## src/rtl/trap_ctrl_pkg.sv

```systemverilog
// Shared CSR-side definitions for the trap controller: FSM state encoding,
// interrupt cause codes, mie bit positions and a small helper that reports
// whether a given interrupt cause is still pending and enabled.
package trap_ctrl_pkg;

    typedef enum logic [1:0] {
        ST_IDLE     = 2'd0,
        ST_DRAIN    = 2'd1,
        ST_COMMIT   = 2'd2,
        ST_REDIRECT = 2'd3
    } trap_state_t;

    // mcause interrupt codes
    localparam logic [3:0] CAUSE_M_EXT   = 4'd11;
    localparam logic [3:0] CAUSE_M_SW    = 4'd3;
    localparam logic [3:0] CAUSE_M_TIMER = 4'd7;

    // mie enable bit indices
    localparam int MIE_MEIE = 11;
    localparam int MIE_MSIE = 3;
    localparam int MIE_MTIE = 7;

    // True when the interrupt identified by code is still requesting service.
    function automatic logic irq_live(input logic [3:0] code,
                                      input logic       ext_pend,
                                      input logic       sw_pend,
                                      input logic       timer_pend);
        logic live;
        live = 1'b0;
        case (code)
            CAUSE_M_EXT:   live = ext_pend;
            CAUSE_M_SW:    live = sw_pend;
            CAUSE_M_TIMER: live = timer_pend;
            default:       live = 1'b0;
        endcase
        return live;
    endfunction

endpackage

```

## src/rtl/trap_ctrl_irq_prio.sv

```systemverilog
// Combinational interrupt selector.
// Inputs : irq_ext/irq_sw/irq_timer level lines, mstatus_mie, mie CSR.
// Outputs: irq_valid (some enabled interrupt pending), irq_cause (full
//          64-bit mcause, bit 63 set) of the highest priority one:
//          ext > sw > timer.
module irq_prio
    import trap_ctrl_pkg::*;
(
    input  logic        irq_ext,
    input  logic        irq_sw,
    input  logic        irq_timer,
    input  logic        mstatus_mie,
    input  logic [63:0] mie,
    output logic        irq_valid,
    output logic [63:0] irq_cause
);

    logic ext_en, sw_en, timer_en;

    assign ext_en   = mstatus_mie & mie[MIE_MEIE] & irq_ext;
    assign sw_en    = mstatus_mie & mie[MIE_MSIE] & irq_sw;
    assign timer_en = mstatus_mie & mie[MIE_MTIE] & irq_timer;

    always_comb begin
        irq_valid = 1'b0;
        irq_cause = '0;
        if (ext_en) begin
            irq_valid = 1'b1;
            irq_cause = {1'b1, 59'd0, CAUSE_M_EXT};
        end else if (sw_en) begin
            irq_valid = 1'b1;
            irq_cause = {1'b1, 59'd0, CAUSE_M_SW};
        end else if (timer_en) begin
            irq_valid = 1'b1;
            irq_cause = {1'b1, 59'd0, CAUSE_M_TIMER};
        end
    end

    logic unused_mie;
    assign unused_mie = ^{mie[63:12], mie[10:8], mie[6:4], mie[2:0]};

endmodule

```

## src/rtl/trap_ctrl.sv

```systemverilog
// Trap controller: sequences synchronous exceptions, MRET and interrupts
// through IDLE -> (DRAIN) -> COMMIT -> REDIRECT -> IDLE.
// Inputs : exc_valid/exc_code/exc_pc (W-stage exception), mret_valid,
//          irq_ext/irq_sw/irq_timer, mstatus_mie, mie, commit_pc(_valid),
//          pipe_busy.
// Outputs: stall_fetch, trap_req/trap_cause/trap_epc, mret_req, flush,
//          redirect_valid/redirect_sel (0 = mtvec, 1 = mepc), busy.
// All outputs are decoded from the state register and latched registers.
module trap_ctrl
    import trap_ctrl_pkg::*;
#(
    parameter int MIN_DRAIN = 3
) (
    input  logic        clk,
    input  logic        reset,
    input  logic        exc_valid,
    input  logic [3:0]  exc_code,
    input  logic [63:0] exc_pc,
    input  logic        mret_valid,
    input  logic        irq_ext,
    input  logic        irq_sw,
    input  logic        irq_timer,
    input  logic        mstatus_mie,
    input  logic [63:0] mie,
    input  logic [63:0] commit_pc,
    input  logic        commit_pc_valid,
    input  logic        pipe_busy,
    output logic        stall_fetch,
    output logic        trap_req,
    output logic [63:0] trap_cause,
    output logic [63:0] trap_epc,
    output logic        mret_req,
    output logic        flush,
    output logic        redirect_valid,
    output logic        redirect_sel,
    output logic        busy
);

    // Drain exit threshold; counter saturates there since larger values
    // carry no extra information.
    localparam int THR = (MIN_DRAIN > 0) ? MIN_DRAIN - 1 : 0;
    localparam int CW  = (THR > 0) ? $clog2(THR + 1) : 1;

    trap_state_t   state_q, state_d;
    logic [CW-1:0] cnt_q, cnt_d;
    logic [63:0]   cause_q, cause_d;
    logic [63:0]   epc_q, epc_d;
    logic          is_mret_q, is_mret_d;

    logic        irq_valid;
    logic [63:0] irq_cause;
    logic        ext_pend, sw_pend, timer_pend, latched_live;

    irq_prio u_irq_prio (
        .irq_ext     (irq_ext),
        .irq_sw      (irq_sw),
        .irq_timer   (irq_timer),
        .mstatus_mie (mstatus_mie),
        .mie         (mie),
        .irq_valid   (irq_valid),
        .irq_cause   (irq_cause)
    );

    // Liveness of the specific interrupt being drained for, independent of
    // whichever interrupt currently wins priority.
    assign ext_pend     = mstatus_mie & mie[MIE_MEIE] & irq_ext;
    assign sw_pend      = mstatus_mie & mie[MIE_MSIE] & irq_sw;
    assign timer_pend   = mstatus_mie & mie[MIE_MTIE] & irq_timer;
    assign latched_live = irq_live(cause_q[3:0], ext_pend, sw_pend, timer_pend);

    always_comb begin
        state_d   = state_q;
        cnt_d     = cnt_q;
        cause_d   = cause_q;
        epc_d     = epc_q;
        is_mret_d = is_mret_q;
        case (state_q)
            ST_IDLE: begin
                if (exc_valid) begin
                    cause_d   = {60'd0, exc_code};
                    epc_d     = exc_pc;
                    is_mret_d = 1'b0;
                    state_d   = ST_COMMIT;
                end else if (mret_valid) begin
                    is_mret_d = 1'b1;
                    state_d   = ST_COMMIT;
                end else if (irq_valid) begin
                    cause_d   = irq_cause;
                    is_mret_d = 1'b0;
                    cnt_d     = '0;
                    state_d   = ST_DRAIN;
                end
            end
            ST_DRAIN: begin
                if (exc_valid) begin
                    cause_d   = {60'd0, exc_code};
                    epc_d     = exc_pc;
                    is_mret_d = 1'b0;
                    state_d   = ST_COMMIT;
                end else if (mret_valid) begin
                    // MRET already reached W; it retires instead of the irq
                    is_mret_d = 1'b1;
                    state_d   = ST_COMMIT;
                end else if (!latched_live) begin
                    state_d = ST_IDLE;
                end else if (cnt_q >= CW'(THR) && !pipe_busy && commit_pc_valid) begin
                    epc_d   = commit_pc;
                    state_d = ST_COMMIT;
                end else if (cnt_q != CW'(THR)) begin
                    cnt_d = cnt_q + CW'(1);
                end
            end
            ST_COMMIT:   state_d = ST_REDIRECT;
            ST_REDIRECT: state_d = ST_IDLE;
            default:     state_d = ST_IDLE;
        endcase
    end

    always_ff @(posedge clk or negedge reset) begin
        if (!reset) begin
            state_q   <= ST_IDLE;
            cnt_q     <= '0;
            cause_q   <= '0;
            epc_q     <= '0;
            is_mret_q <= 1'b0;
        end else begin
            state_q   <= state_d;
            cnt_q     <= cnt_d;
            cause_q   <= cause_d;
            epc_q     <= epc_d;
            is_mret_q <= is_mret_d;
        end
    end

    assign stall_fetch    = (state_q == ST_DRAIN) || (state_q == ST_COMMIT);
    assign flush          = (state_q == ST_COMMIT);
    assign trap_req       = (state_q == ST_COMMIT) && !is_mret_q;
    assign mret_req       = (state_q == ST_COMMIT) && is_mret_q;
    assign redirect_valid = (state_q == ST_REDIRECT);
    assign redirect_sel   = (state_q == ST_REDIRECT) && is_mret_q;
    assign busy           = (state_q != ST_IDLE);
    assign trap_cause     = cause_q;
    assign trap_epc       = epc_q;

    logic unused_mie;
    assign unused_mie = ^{mie[63:12], mie[10:8], mie[6:4], mie[2:0], cause_q[62:4]};

endmodule

```

## config.mk

```make
export PLATFORM = sky130hd
export DESIGN_NAME = trap_ctrl
export DESIGN_NICKNAME = d
export VERILOG_FILES = /design/src/rtl/trap_ctrl_pkg.sv /design/src/rtl/trap_ctrl_irq_prio.sv /design/src/rtl/trap_ctrl.sv
export SDC_FILE = /design/constraint.sdc
export NUM_CORES = 1
export LEC_CHECK = 0
export CAP_MARGIN = 20
export CORE_AREA = 2 2 133 135
export DETAILED_ROUTE_END_ITERATION = 8
export DIE_AREA = 0 0 135 137
export PLACE_DENSITY = 0.63
export SYNTH_ARGS = -nofsm -noshare
export SYNTH_HDL_FRONTEND = slang
export SYNTH_SLANG_ARGS = --single-unit
```

## constraint.sdc

```tcl
create_clock -name clk -period 2.44 [get_ports clk]
set_input_delay 0.488 -clock clk [delete_from_list [all_inputs] [get_ports clk]]
set_output_delay 0.488 -clock clk [all_outputs]
set_load 0.01 [all_outputs]
```

==> out/results.ini <==
[finish]
layout-drive-gt1-share = 0.291
insertedDiodeCount = 0
final_cell_area_um2 = 7320
fin_cells = 816
layout.cells.most_common_list = 219 x clkdlybuf4s50_1, 74 x dfrtp_1, 70 x mux2_2, 60 x mux2_4, 59 x conb_1
final_common_cell = clkdlybuf4s50_1
fin_nets = 797
syn_to_final_growth_pct = 58.2

[logic_synthesis]
synth_top_cell_by_area = dfrtp_1
yosysSeqAreaShare = 0.400
ys.warnings.count = 0
synth_area_leaders = dfrtp_1 40%, mux2_4 19%, mux2_2 17%
synthCells = 353
synth_top_area_share = 0.400
ys_ff_latch = 74
postSynthAreaPerCell_um2 = 13.1
synth.distinct_cells = 37
syn_area_um2 = 4630

[floorplan]
fp.dieH_um = 137
dieWidth_um = 135
core_area_um2 = 17100
start_util = 0.271
dieArea_um2 = 18500
ios = 341
rows = 48

[route]
drt-wirelength-per-cell_um = 14.7
antenna_left = 0
drcViolationCount = 0
routed_wl_um = 12000
drt-vias-per-instance = 4.29
drt-initial-drc-count = 105
first_pass_iters = 4
via_count = 3499

[timing]
worst_hold_slack_ns = 0.0965
drv_slew = 0
tightest_slew_ns = 0.684
hold_viol_final = 0
slew_headroom = 0.540
finalClockSkew_ns = 0.00920
setup_viol = 0
rsz0062_at_grt = no
max_freq_ghz = 0.429
period_share = 0.955
layout_min_cycle_time_ns = 2.33

[clocking]
cts_hold_buffers = 0
htreeDepth = 3
post-cts-setup-buffer-count = 0
clock_path_buffers = 2
cts_resized = 0
cts-root-buf = clkbuf_16
cts_buffers = 9
clkSinkCount = 74
clk_pin_slew_ns = 0.06
cts_tree = done
clk_latency_ns = 0.34

[worst_setup_path]
cp.arrival_ns = 2.55
worstPathRequired_ns = 2.66
critPathMaxStageDelay_ns = 0.49
path_cells = clkdlybuf4s50_1, nand4b_1, a31o_4, o41ai_4, buf_12, mux2_2
crit_slowest_cell = clkdlybuf4s50_1
cp_max_fo = 33
crit_path_end_kind = flip-flop
ff2ff_setup_slack_ns = 0.24
cp_top_family = buffers and inverters
worst-path-buf-inv = 2
worstSetupStartpointType = input port
critical_path_class = in2reg

[global_route]
grt_pass1_wl_um = 18500
overflow = 0
grt_pass1_vias = 3540
grt_max_degree = 42
antenna_found_initial = 0
grt_usage = 0.129

[place]
dp_cells = 800
place_hpwl_um = 9220
place_congestion = 0.787
placed_area_um2 = 6980
io_buffers = 220

[power]
p_sw_mw = 2.50
swShare = 0.309
combPwrFrac = 0.532
pwr-share-seq = 0.278
leakage_nw = 3.15
intPower_mw = 5.60
clkPwrFrac = 0.190
max-vdd-ir-drop_v = 0.000481
powerDensity_nw_per_um2 = 1110

[min_path]
holdCritPathClass = in2async

[job]
maxCapViolCount = 0

[outcome]
status = finished, final reports clean

## per-stage QoR
step	worst slack, ns	power, mW	util	TNS (ns)
6_report	0.109	8.10	0.429	0
5_1_grt	0.0291	8.58	0.429	0
4_1_cts	0.00954	8.21	0.429	0
3_5_place_dp	-0.249	6.59	0.409	-13.63
3_3_place_gp	-0.228	6.51	0.409	-12.17
2_1_floorplan	0.198	4.66	-	0
## Yosys cell counts, drive strengths merged
library cell	number
clkbuf	10
o32ai	1
o21ai	5
o211ai	6
or2	1
inv	11
nor2b	1
a31oi	1
o211a	1
buf	65
a31o	1
o311ai	2
o31ai	5
nand2b	4
o41ai	1
a21boi	1
o21a	2
a222oi	1
nand4	1
o22ai	1
nor2	4
o221a	1
or3	1
and2	2
ha	5
conb	1
a21oi	1
dfrtp	74
a22oi	2
nand2	1
mux2	130
nand3	3
nand4b	4
nand4bb	2
a32o	1
## layout make-up
type | instances | area (µm²)
well taps | 225 | 282
fillers | 1574 | 9730
repair buffers | 239 | 2390
multi-input cells | 251 | 2410
clock inverters | 6 | 113
flip-flops and latches | 74 | 1850
inverters | 11 | 41.3
clock buffers | 10 | 229
## final timing paths
path,startpoint,endpoint,cells after the start
min in group clk,trap_epc[23],trap_epc[23],1
hold reg to reg,trap_epc[23],trap_epc[23],1
hold / removal,reset,trap_epc[14],1
max in group asynchronous,reset,trap_epc[9],2
setup / recovery,irq_timer,trap_epc[24],6
setup reg to reg,trap_cause[3],trap_epc[24],5
## power groups by stage
stage	registers (mW)	logic [mW]	clock network (mW)
6_report	2.25	4.31	1.54
5_1_grt	2.34	4.60	1.65
4_1_cts	2.26	4.36	1.58
3_5_place_dp	2.24	4.35	0
3_3_place_gp	2.24	4.28	0
2_1_floorplan	2.49	2.17	0
## routing by layer
layer / vias up / GRT usage / share of wire
li1: 1612 / - / -
met1: 1683 / 0.149 / 0.39
met2: 189 / 0.220 / 0.50
met3: 15 / 0.0478 / 0.089
met4: 0 / 0.0480 / 0.018
met5: - / 0 / 0
## cells by family after synthesis
kind of cell	Yosys count	share of synthesized area
simple gates	24	0.0335
mux	130	0.365
other cells	1	0.000810
buf+inv	86	0.127
compound gates	33	0.0595
flops	74	0.400
fa+ha+maj	5	0.0135
## flip-flops by register name, indices dropped and copies added, names as in the netlist
name        count
trap_epc       64
trap_cause      5
cnt_q           2
state_q         2
is_mret_q       1
No activity file was read; power rests on OpenSTA's default activity.
